**src/rtl/sram_port_arbiter_if.sv**
```systemverilog
// Bus bundle between the fetch/load-store requesters, the arbiter and the SRAM port.
// The master side is the requesters plus the SRAM macro; the slave side is the arbiter.
interface sram_port_arbiter_if #(
  parameter int AW = 14,
  parameter int DW = 32
);
  logic          i_imem_req;
  logic [31:0]   i_imem_addr;
  logic          o_imem_gnt;
  logic          o_imem_rvalid;
  logic [DW-1:0] o_imem_rdata;
  logic          o_imem_err;

  logic          i_dmem_req;
  logic          i_dmem_we;
  logic [31:0]   i_dmem_addr;
  logic [DW-1:0] i_dmem_wdata;
  logic [3:0]    i_dmem_bmask;
  logic          o_dmem_gnt;
  logic          o_dmem_ack;
  logic [DW-1:0] o_dmem_rdata;
  logic          o_dmem_err;

  logic          o_sram_cs;
  logic          o_sram_wren;
  logic [AW-1:0] o_sram_addr;
  logic [DW-1:0] o_sram_wdata;
  logic [3:0]    o_sram_bmask;
  logic [DW-1:0] i_sram_rdata;

  modport master (
    output i_imem_req, i_imem_addr,
    input  o_imem_gnt, o_imem_rvalid, o_imem_rdata, o_imem_err,
    output i_dmem_req, i_dmem_we, i_dmem_addr, i_dmem_wdata, i_dmem_bmask,
    input  o_dmem_gnt, o_dmem_ack, o_dmem_rdata, o_dmem_err,
    input  o_sram_cs, o_sram_wren, o_sram_addr, o_sram_wdata, o_sram_bmask,
    output i_sram_rdata
  );

  modport slave (
    input  i_imem_req, i_imem_addr,
    output o_imem_gnt, o_imem_rvalid, o_imem_rdata, o_imem_err,
    input  i_dmem_req, i_dmem_we, i_dmem_addr, i_dmem_wdata, i_dmem_bmask,
    output o_dmem_gnt, o_dmem_ack, o_dmem_rdata, o_dmem_err,
    output o_sram_cs, o_sram_wren, o_sram_addr, o_sram_wdata, o_sram_bmask,
    input  i_sram_rdata
  );
endinterface

```
**src/rtl/sram_port_arbiter.sv**
```systemverilog
// Shares one byte-masked SRAM port between instruction fetch and the load/store unit.
// Zero-cycle grant, fixed one-cycle response, bounded data streak so fetch cannot starve.
module sram_port_arbiter #(
  parameter int AW          = 14,
  parameter int DW          = 32,
  parameter int MAX_DSTREAK = 4
) (
  input logic               i_clk,
  input logic               i_reset,
  sram_port_arbiter_if.slave bus
);

  typedef enum logic [1:0] {
    SRC_NONE = 2'd0,
    SRC_IMEM = 2'd1,
    SRC_DMEM = 2'd2
  } rsp_src_t;

  logic [3:0] streak_reg, streak_next;
  rsp_src_t   rsp_src_reg, rsp_src_next;
  logic       rsp_err_reg, rsp_err_next;
  logic       rsp_we_reg, rsp_we_next;

  logic imem_gnt, dmem_gnt;
  logic imem_in_range, dmem_in_range;
  logic streak_full;
  logic imem_rvalid, dmem_ack;
  logic unused_addr_bits;

  assign imem_in_range = (bus.i_imem_addr[31:AW+2] == '0);
  assign dmem_in_range = (bus.i_dmem_addr[31:AW+2] == '0);
  assign streak_full   = (streak_reg == 4'(MAX_DSTREAK));

  // Byte offset within the word is meaningless on a word-wide port.
  assign unused_addr_bits = ^{bus.i_imem_addr[1:0], bus.i_dmem_addr[1:0]};

  always_comb begin
    imem_gnt = 1'b0;
    dmem_gnt = 1'b0;
    if (!i_reset) begin
      if (bus.i_imem_req && (!bus.i_dmem_req || streak_full)) begin
        imem_gnt = 1'b1;
      end else if (bus.i_dmem_req) begin
        dmem_gnt = 1'b1;
      end
    end
  end

  always_comb begin
    streak_next = streak_reg;
    if (!bus.i_imem_req || imem_gnt) begin
      streak_next = 4'd0;
    end else if (dmem_gnt && !streak_full) begin
      streak_next = streak_reg + 4'd1;
    end
  end

  always_comb begin
    rsp_src_next = SRC_NONE;
    rsp_err_next = 1'b0;
    rsp_we_next  = 1'b0;
    if (imem_gnt) begin
      rsp_src_next = SRC_IMEM;
      rsp_err_next = !imem_in_range;
    end else if (dmem_gnt) begin
      rsp_src_next = SRC_DMEM;
      rsp_err_next = !dmem_in_range;
      rsp_we_next  = bus.i_dmem_we;
    end
  end

  always_ff @(posedge i_clk) begin
    if (i_reset) begin
      streak_reg  <= 4'd0;
      rsp_src_reg <= SRC_NONE;
      rsp_err_reg <= 1'b0;
      rsp_we_reg  <= 1'b0;
    end else begin
      streak_reg  <= streak_next;
      rsp_src_reg <= rsp_src_next;
      rsp_err_reg <= rsp_err_next;
      rsp_we_reg  <= rsp_we_next;
    end
  end

  assign bus.o_imem_gnt = imem_gnt;
  assign bus.o_dmem_gnt = dmem_gnt;

  // Out-of-range requests are granted but never reach the macro.
  assign bus.o_sram_cs    = (imem_gnt && imem_in_range) || (dmem_gnt && dmem_in_range);
  assign bus.o_sram_wren  = dmem_gnt && dmem_in_range && bus.i_dmem_we;
  assign bus.o_sram_addr  = dmem_gnt ? bus.i_dmem_addr[AW+1:2] : bus.i_imem_addr[AW+1:2];
  assign bus.o_sram_wdata = bus.i_dmem_wdata;
  assign bus.o_sram_bmask = (dmem_gnt && bus.i_dmem_we) ? bus.i_dmem_bmask : 4'hF;

  // Gating with reset drops a response whose grant is interrupted by reset.
  assign imem_rvalid = !i_reset && (rsp_src_reg == SRC_IMEM);
  assign dmem_ack    = !i_reset && (rsp_src_reg == SRC_DMEM);

  assign bus.o_imem_rvalid = imem_rvalid;
  assign bus.o_imem_err    = imem_rvalid && rsp_err_reg;
  assign bus.o_imem_rdata  = (imem_rvalid && !rsp_err_reg) ? bus.i_sram_rdata : '0;

  assign bus.o_dmem_ack    = dmem_ack;
  assign bus.o_dmem_err    = dmem_ack && rsp_err_reg;
  assign bus.o_dmem_rdata  = (dmem_ack && !rsp_err_reg && !rsp_we_reg) ? bus.i_sram_rdata : '0;

endmodule

```
**src/flat_wrapper.sv**
```systemverilog
// flat-port wrapper written by rule: the top's interface ports become plain ports
module sram_port_arbiter_flat 
#(
  parameter int AW          = 14,
  parameter int DW          = 32,
  parameter int MAX_DSTREAK = 4
)
  (i_clk, i_reset, bus_i_imem_req, bus_i_imem_addr, bus_o_imem_gnt, bus_o_imem_rvalid, bus_o_imem_rdata, bus_o_imem_err, bus_i_dmem_req, bus_i_dmem_we, bus_i_dmem_addr, bus_i_dmem_wdata, bus_i_dmem_bmask, bus_o_dmem_gnt, bus_o_dmem_ack, bus_o_dmem_rdata, bus_o_dmem_err, bus_o_sram_cs, bus_o_sram_wren, bus_o_sram_addr, bus_o_sram_wdata, bus_o_sram_bmask, bus_i_sram_rdata);
  sram_port_arbiter_if #(.AW(AW), .DW(DW)) bus_i ();
  input logic i_clk;
  input logic i_reset;
  input wire logic [$bits(bus_i.i_imem_req)-1:0] bus_i_imem_req;
  input wire logic [$bits(bus_i.i_imem_addr)-1:0] bus_i_imem_addr;
  output wire logic [$bits(bus_i.o_imem_gnt)-1:0] bus_o_imem_gnt;
  output wire logic [$bits(bus_i.o_imem_rvalid)-1:0] bus_o_imem_rvalid;
  output wire logic [$bits(bus_i.o_imem_rdata)-1:0] bus_o_imem_rdata;
  output wire logic [$bits(bus_i.o_imem_err)-1:0] bus_o_imem_err;
  input wire logic [$bits(bus_i.i_dmem_req)-1:0] bus_i_dmem_req;
  input wire logic [$bits(bus_i.i_dmem_we)-1:0] bus_i_dmem_we;
  input wire logic [$bits(bus_i.i_dmem_addr)-1:0] bus_i_dmem_addr;
  input wire logic [$bits(bus_i.i_dmem_wdata)-1:0] bus_i_dmem_wdata;
  input wire logic [$bits(bus_i.i_dmem_bmask)-1:0] bus_i_dmem_bmask;
  output wire logic [$bits(bus_i.o_dmem_gnt)-1:0] bus_o_dmem_gnt;
  output wire logic [$bits(bus_i.o_dmem_ack)-1:0] bus_o_dmem_ack;
  output wire logic [$bits(bus_i.o_dmem_rdata)-1:0] bus_o_dmem_rdata;
  output wire logic [$bits(bus_i.o_dmem_err)-1:0] bus_o_dmem_err;
  output wire logic [$bits(bus_i.o_sram_cs)-1:0] bus_o_sram_cs;
  output wire logic [$bits(bus_i.o_sram_wren)-1:0] bus_o_sram_wren;
  output wire logic [$bits(bus_i.o_sram_addr)-1:0] bus_o_sram_addr;
  output wire logic [$bits(bus_i.o_sram_wdata)-1:0] bus_o_sram_wdata;
  output wire logic [$bits(bus_i.o_sram_bmask)-1:0] bus_o_sram_bmask;
  input wire logic [$bits(bus_i.i_sram_rdata)-1:0] bus_i_sram_rdata;
  assign bus_i.i_imem_req = bus_i_imem_req;
  assign bus_i.i_imem_addr = bus_i_imem_addr;
  assign bus_o_imem_gnt = bus_i.o_imem_gnt;
  assign bus_o_imem_rvalid = bus_i.o_imem_rvalid;
  assign bus_o_imem_rdata = bus_i.o_imem_rdata;
  assign bus_o_imem_err = bus_i.o_imem_err;
  assign bus_i.i_dmem_req = bus_i_dmem_req;
  assign bus_i.i_dmem_we = bus_i_dmem_we;
  assign bus_i.i_dmem_addr = bus_i_dmem_addr;
  assign bus_i.i_dmem_wdata = bus_i_dmem_wdata;
  assign bus_i.i_dmem_bmask = bus_i_dmem_bmask;
  assign bus_o_dmem_gnt = bus_i.o_dmem_gnt;
  assign bus_o_dmem_ack = bus_i.o_dmem_ack;
  assign bus_o_dmem_rdata = bus_i.o_dmem_rdata;
  assign bus_o_dmem_err = bus_i.o_dmem_err;
  assign bus_o_sram_cs = bus_i.o_sram_cs;
  assign bus_o_sram_wren = bus_i.o_sram_wren;
  assign bus_o_sram_addr = bus_i.o_sram_addr;
  assign bus_o_sram_wdata = bus_i.o_sram_wdata;
  assign bus_o_sram_bmask = bus_i.o_sram_bmask;
  assign bus_i.i_sram_rdata = bus_i_sram_rdata;
  sram_port_arbiter #(.AW(AW), .DW(DW), .MAX_DSTREAK(MAX_DSTREAK)) u_core (.i_clk(i_clk), .i_reset(i_reset), .bus(bus_i));
endmodule
```
**config.mk**
```make
export PLATFORM = sky130hd
export DESIGN_NAME = sram_port_arbiter_flat
export DESIGN_NICKNAME = d
export VERILOG_FILES = /design/src/rtl/sram_port_arbiter_if.sv /design/src/rtl/sram_port_arbiter.sv /design/src/flat_wrapper.sv
export SDC_FILE = /design/constraint.sdc
export NUM_CORES = 1
export LEC_CHECK = 0
export BUFFER_PORTS_ARGS = -buffer_cell sky130_fd_sc_hd__buf_2
export CAP_MARGIN = 5
export CELL_PAD_IN_SITES_DETAIL_PLACEMENT = 1
export CELL_PAD_IN_SITES_GLOBAL_PLACEMENT = 1
export CORE_ASPECT_RATIO = 0.75
export CORE_UTILIZATION = 14
export CTS_BUF_LIST = sky130_fd_sc_hd__clkbuf_8
export DETAILED_ROUTE_END_ITERATION = 16
export PLACE_DENSITY_LB_ADDON = 0.1
export SYNTH_ARGS = -nofsm -noshare
export SYNTH_HDL_FRONTEND = slang
export SYNTH_SLANG_ARGS = --single-unit
```
**constraint.sdc**
```tcl
create_clock -name i_clk -period 2.4 [get_ports i_clk]
set_input_delay 0.6 -clock i_clk [delete_from_list [all_inputs] [get_ports i_clk]]
set_output_delay 0.6 -clock i_clk [all_outputs]
set_load 0.1 [all_outputs]
```
Word-level counts from Yosys, hierarchy flattened
Index checks and enable logic that the tools add are counted.

Bitwise logic cells: 1. Reduce and logical (&&, ||, !) cells: 29. Add/sub/neg operators: 1. Muxes and demuxes: 13. Equal/unequal tests: 3.

Operators with widths (number): 32-bit two-way mux (2); 16-bit logical NOT (2); 14-bit two-way mux (1); 1-bit logical AND (13); 1-bit logical NOT (8); 1-bit two-way mux (8); 4-bit by 1-bit adder with 4-bit output, second input constant (1); 4-bit by 3-bit == test with 1-bit output, second input constant (1); 4-bit two-way mux (1); 2-bit OR reduction (2); 1-bit logical OR (3); 3-bit OR reduction (1); 2-bit by 1-bit == test with 1-bit output, second input constant (1); 2-bit == test, second input constant (1); 2-bit two-way mux (1); 1-bit inverter (1).

Logic and storage cells: 52. Bits in registers: 8. Input bits: 137. Output and inout bits: 122.

Longest topological paths before layout
Depth in word-level cells: 7. Depth in mapped cells: 7. Mapped depth without buffers: 6.

Least setup slack after synthesis
No wires, ideal clock.

Kind: in2out. From: input i_reset. To: output bus_o_dmem_rdata[10]. Path buffers: 1. Slack: -1.438 ns. Arrival: 3.238 ns. Stages: 4. Data required time: 1.800 ns. Cells stage by stage: nor3b_2 > nor3b_2 > clkbuf_2 > and2_1.

Word-level cells in the longest chain between the ends: 5.

RTL lines: start, declared (line flat_wrapper.sv:11) `input logic i_reset;`; 1-bit logical NOT; 1-bit logical AND (line sram_port_arbiter.sv:98) `assign dmem_ack = !i_reset && (rsp_src_reg == SRC_DMEM);`; 1-bit logical AND (2 in series) (line sram_port_arbiter.sv:106) `assign bus.o_dmem_rdata = (dmem_ack && !rsp_err_reg && !rsp_we_reg) ? bus.i_sram_rdata : '0;`; 32-bit two-way mux (line sram_port_arbiter.sv:106); end, declared (line flat_wrapper.sv:25) `output wire logic [$bits(bus_i.o_dmem_rdata)-1:0] bus_o_dmem_rdata;`.

No other way between the ends.

Final worst setup path
From: register u_core.streak_reg[0]. To: output bus_o_sram_addr[7].

Word-level cells in the longest chain between the ends: 6.

RTL lines: start, declared (line sram_port_arbiter.sv:19) `logic [3:0] streak_reg, streak_next;`; start signal, assigned (line sram_port_arbiter.sv:79) `streak_reg <= streak_next;`; 4-bit by 3-bit == test with 1-bit output (line sram_port_arbiter.sv:32) `assign streak_full = (streak_reg == 4'(MAX_DSTREAK));`; 1-bit logical OR (line sram_port_arbiter.sv:41) `if (bus.i_imem_req && (!bus.i_dmem_req || streak_full)) begin`; 1-bit logical AND (line sram_port_arbiter.sv:41); 1-bit two-way mux (line sram_port_arbiter.sv:41); 1-bit two-way mux (line sram_port_arbiter.sv:40) `if (!i_reset) begin`; 14-bit two-way mux (line sram_port_arbiter.sv:92) `assign bus.o_sram_addr = dmem_gnt ? bus.i_dmem_addr[AW+1:2] : bus.i_imem_addr[AW+1:2];`; end, declared (line flat_wrapper.sv:29) `output wire logic [$bits(bus_i.o_sram_addr)-1:0] bus_o_sram_addr;`.

No other way between the ends.

==> run_results.csv <==
group,metric,value,unit
die,die_w,113,um
timing,max_freq,0.410,GHz
timing,tightest_slew,242,ps
yosys,synth_area_leaders,"and2_1 (32%), buf_4 (20%), dfxtp_1 (12%)",
route,dr.max_layer_used,"met4",
critical_path,cp-end-kind,"output pin",
pwr,p_sw_frac,0.465,
route,wl_met2,3.51,mm
global_routing,antenna_found_initial,0,
route,viasPerCell,3.88,
critical_path,cp.arrival,1840,ps
layout,fill_cells,980,
route,drt-met1-wl,2.44,mm
global_routing,grt_pass1_wl,9.52,mm
pwr,power_frac_comb,0.701,
yosys,synth-seq-area-share,0.123,
die,ios,259,
route,wl_met3,604,um
timing,grt_setup_unrepaired,"true",
route,ant_nets,0,
timing,hold_ws,511,ps
yosys,async_reset_ff_frac,0,
die,rows,30,
critical_path,r2r-end,"u_core.rsp_err_reg$_SDFF_PP0_",
layout,finalNetCount,487,
yosys,syn_area,1300,sq um
clock_network,clock-sinks,8,
clock_network,cts_buffers,3,
place,place_congestion,0.629,
timing,post-route-period-util,1.02,
flow_run,drv_cap,0,
route,vias,1840,
clock_network,ctsHoldBuffers,0,
place,dp_hpwl,5.63,mm
layout,drive_gt1_frac,0.896,
global_routing,grt_overflow,0,
timing,skew,2.41,ps
hold_path,hold_end,"u_core.streak_reg[3]$_SDFFE_PP0P_",
layout,n_antenna_cell,0,
layout,largest_reg_flops,4,
clock_network,clockRootBuffer,"clkbuf_8",
place,placed_cell_area,3790,sq um
critical_path,rr_worst_depth,8,
route,firstDrtPassIters,4,
pwr,p_sw,467,uW
die,core_area,9050,sq um
critical_path,required,1800,ps
global_routing,grt_start_max_net_pins,33,
yosys,synth_edf_count,0,
status,violations,"negative setup slack",
yosys,yosys.cell_count.top_type,"and2_1",
layout,area_delta_synth_final,212,%
yosys,ys.flop_type,"dfxtp_1",
timing,setup_slack,-36.9,ps
clock_network,cts_tree,"yes",
route,finalWirelength,6.59,mm
timing,finalSetupTns,-281,ps
global_routing,grt_pass1_vias,1821,
hold_path,hold_path.class,"reg -> reg",
route,drc,0,
status,status,"finished with violations",
yosys,synth_nets,312,
route,first_iter_violations,18,
yosys,avgSynthCellArea,7.54,sq um
critical_path,cp_max_fo,10,
timing,setup_violations,9,
timing,maxSlewViolCount,0,
pwr,vdd_ir_drop_max,0.000181,V
yosys,synth_commonest_cells,"and2_1 (66), buf_4 (34), mux2_2 (14)",
clock_network,h-tree-depth,1,
clock_network,clockBufferDepth,2,
yosys,postSynthCellCount,173,
die,dieArea,9710,sq um
critical_path,critPathLaunchType,"register",
pwr,power.density,246,nW/um^2
pwr,intPower,536,uW
yosys,yosysTopAreaCell,"and2_1",
critical_path,crit_type,"reg -> out",
clock_network,worstSkewPairLatency,230,ps
pwr,clkPwrFrac,0.157,
critical_path,r2r_start,"u_core.streak_reg[0]$_SDFFE_PP0P_",
die,fp.dieH,85.6,um
timing,final-hold-violation-count,0,
route,wl_per_cell,13.9,um
clock_network,cts.clk_slew.worst_paths,40,ps
die,start_util,0.144,
layout,final_area,4070,sq um
yosys,synth_seq_cells,8,
place,io_buffers,190,
yosys,synth_top_area_share,0.317,
timing,relSlewSlack,0.837,
pwr,seqPwrFrac,0.142,
yosys,yosysWarningCount,0,
yosys,synth.distinct_cells,24,
timing,fin_crit,2440,ps
pwr,p_leak,0.00189,uW
global_routing,grt_usage,0.124,
hold_path,hold_path_depth,2,
hold_path,min_from,"u_core.streak_reg[3]$_SDFFE_PP0P_",
critical_path,reg2reg_slack,760,ps
power groups by stage:
stage	clock network, uW	logic (uW)	registers [uW]
after floorplan	0	631	144
after global placement	0	669	145
after detailed placement	0	673	145
after CTS	164	684	143
after global routing	172	728	143
final	157	703	143
worst max-delay path: stages (launching register included):
cell and delay, ps:
dfxtp_2 320, inv_2 40, ha_1 150, nand3b_1 160, o21ai_4 240, buf_12 160, mux2_2 360, buf_12 170
layer usage:
metal	vias to the layer above	track usage
li1	876	-
met1	836	0.142
met2	120	0.228
met3	8	0.0360
met4	0	0.0251
met5	-	0
through the flow:
stage                     cells  setup slack (ps)  power [uW]  utilization
after floorplan             173              -555         775            -
after global placement      460             -19.7         814        0.419
after detailed placement    460             -45.6         818        0.419
after CTS                   466             -56.8         991        0.430
after global routing        474              -129        1040        0.450
final                       474             -36.9        1000        0.450
placed cells by master, fill, tap and decap left out, types with 2 or more instances in the layout:
master	n
and2_4	65
buf_12	95
buf_2	99
buf_4	12
clkbuf_16	2
clkbuf_8	3
dfxtp_1	6
dfxtp_2	2
ha_1	2
inv_1	7
inv_2	2
mux2_2	9
mux2_4	5
nand3_1	2
nand4_1	2
nor2_1	5
nor3b_4	3
nor4_1	5
nor4_2	2
or3_1	2
or3_4	2
cell families (layout without fill, tap and decap cells):
kind of cell	count (synthesis)	count (layout)	share of synthesized area
simple gates	94	94	0.455
buf+inv	49	222	0.244
mux	14	14	0.121
flops	8	8	0.123
compound gates	4	4	0.0250
fa+ha+maj	2	2	0.0192
xor+xnor	2	2	0.0134
area by class of cell:
type	count	area (sq um)	share of cell area
repair buffers	210	2560	0.630
multi-input cells	116	1110	0.272
flip-flops and latches	8	163	0.0400
well taps	128	160	0.0394
clock buffers	3	41.3	0.0102
inverters	9	33.8	0.00831
how the worst max path moves through the flow:
stage	end	start	slack, ps	cells past startpoint
floorplan	bus_o_dmem_rdata[10]	i_reset	-550	4
global placement	bus_o_sram_addr[0]	bus_i_imem_req	-20	6
detailed placement	bus_o_sram_cs	bus_i_dmem_addr[18]	-50	5
CTS	bus_o_sram_addr[11]	u_core.streak_reg[0]$_SDFFE_PP0P_	-60	7
global route	bus_o_sram_addr[7]	u_core.streak_reg[1]$_SDFFE_PP0P_	-130	7
finish	bus_o_sram_addr[7]	u_core.streak_reg[0]$_SDFFE_PP0P_	-40	7
timing repair:
item                       4_1_cts  5_1_grt
setup buffers                    3        5
resized for setup               12       15
hold endpoints to repair         0        0
setup endpoints to repair       16       54
pin swaps                        2        9
gates cloned                     0        3
Power figures use the tool's default switching activity.
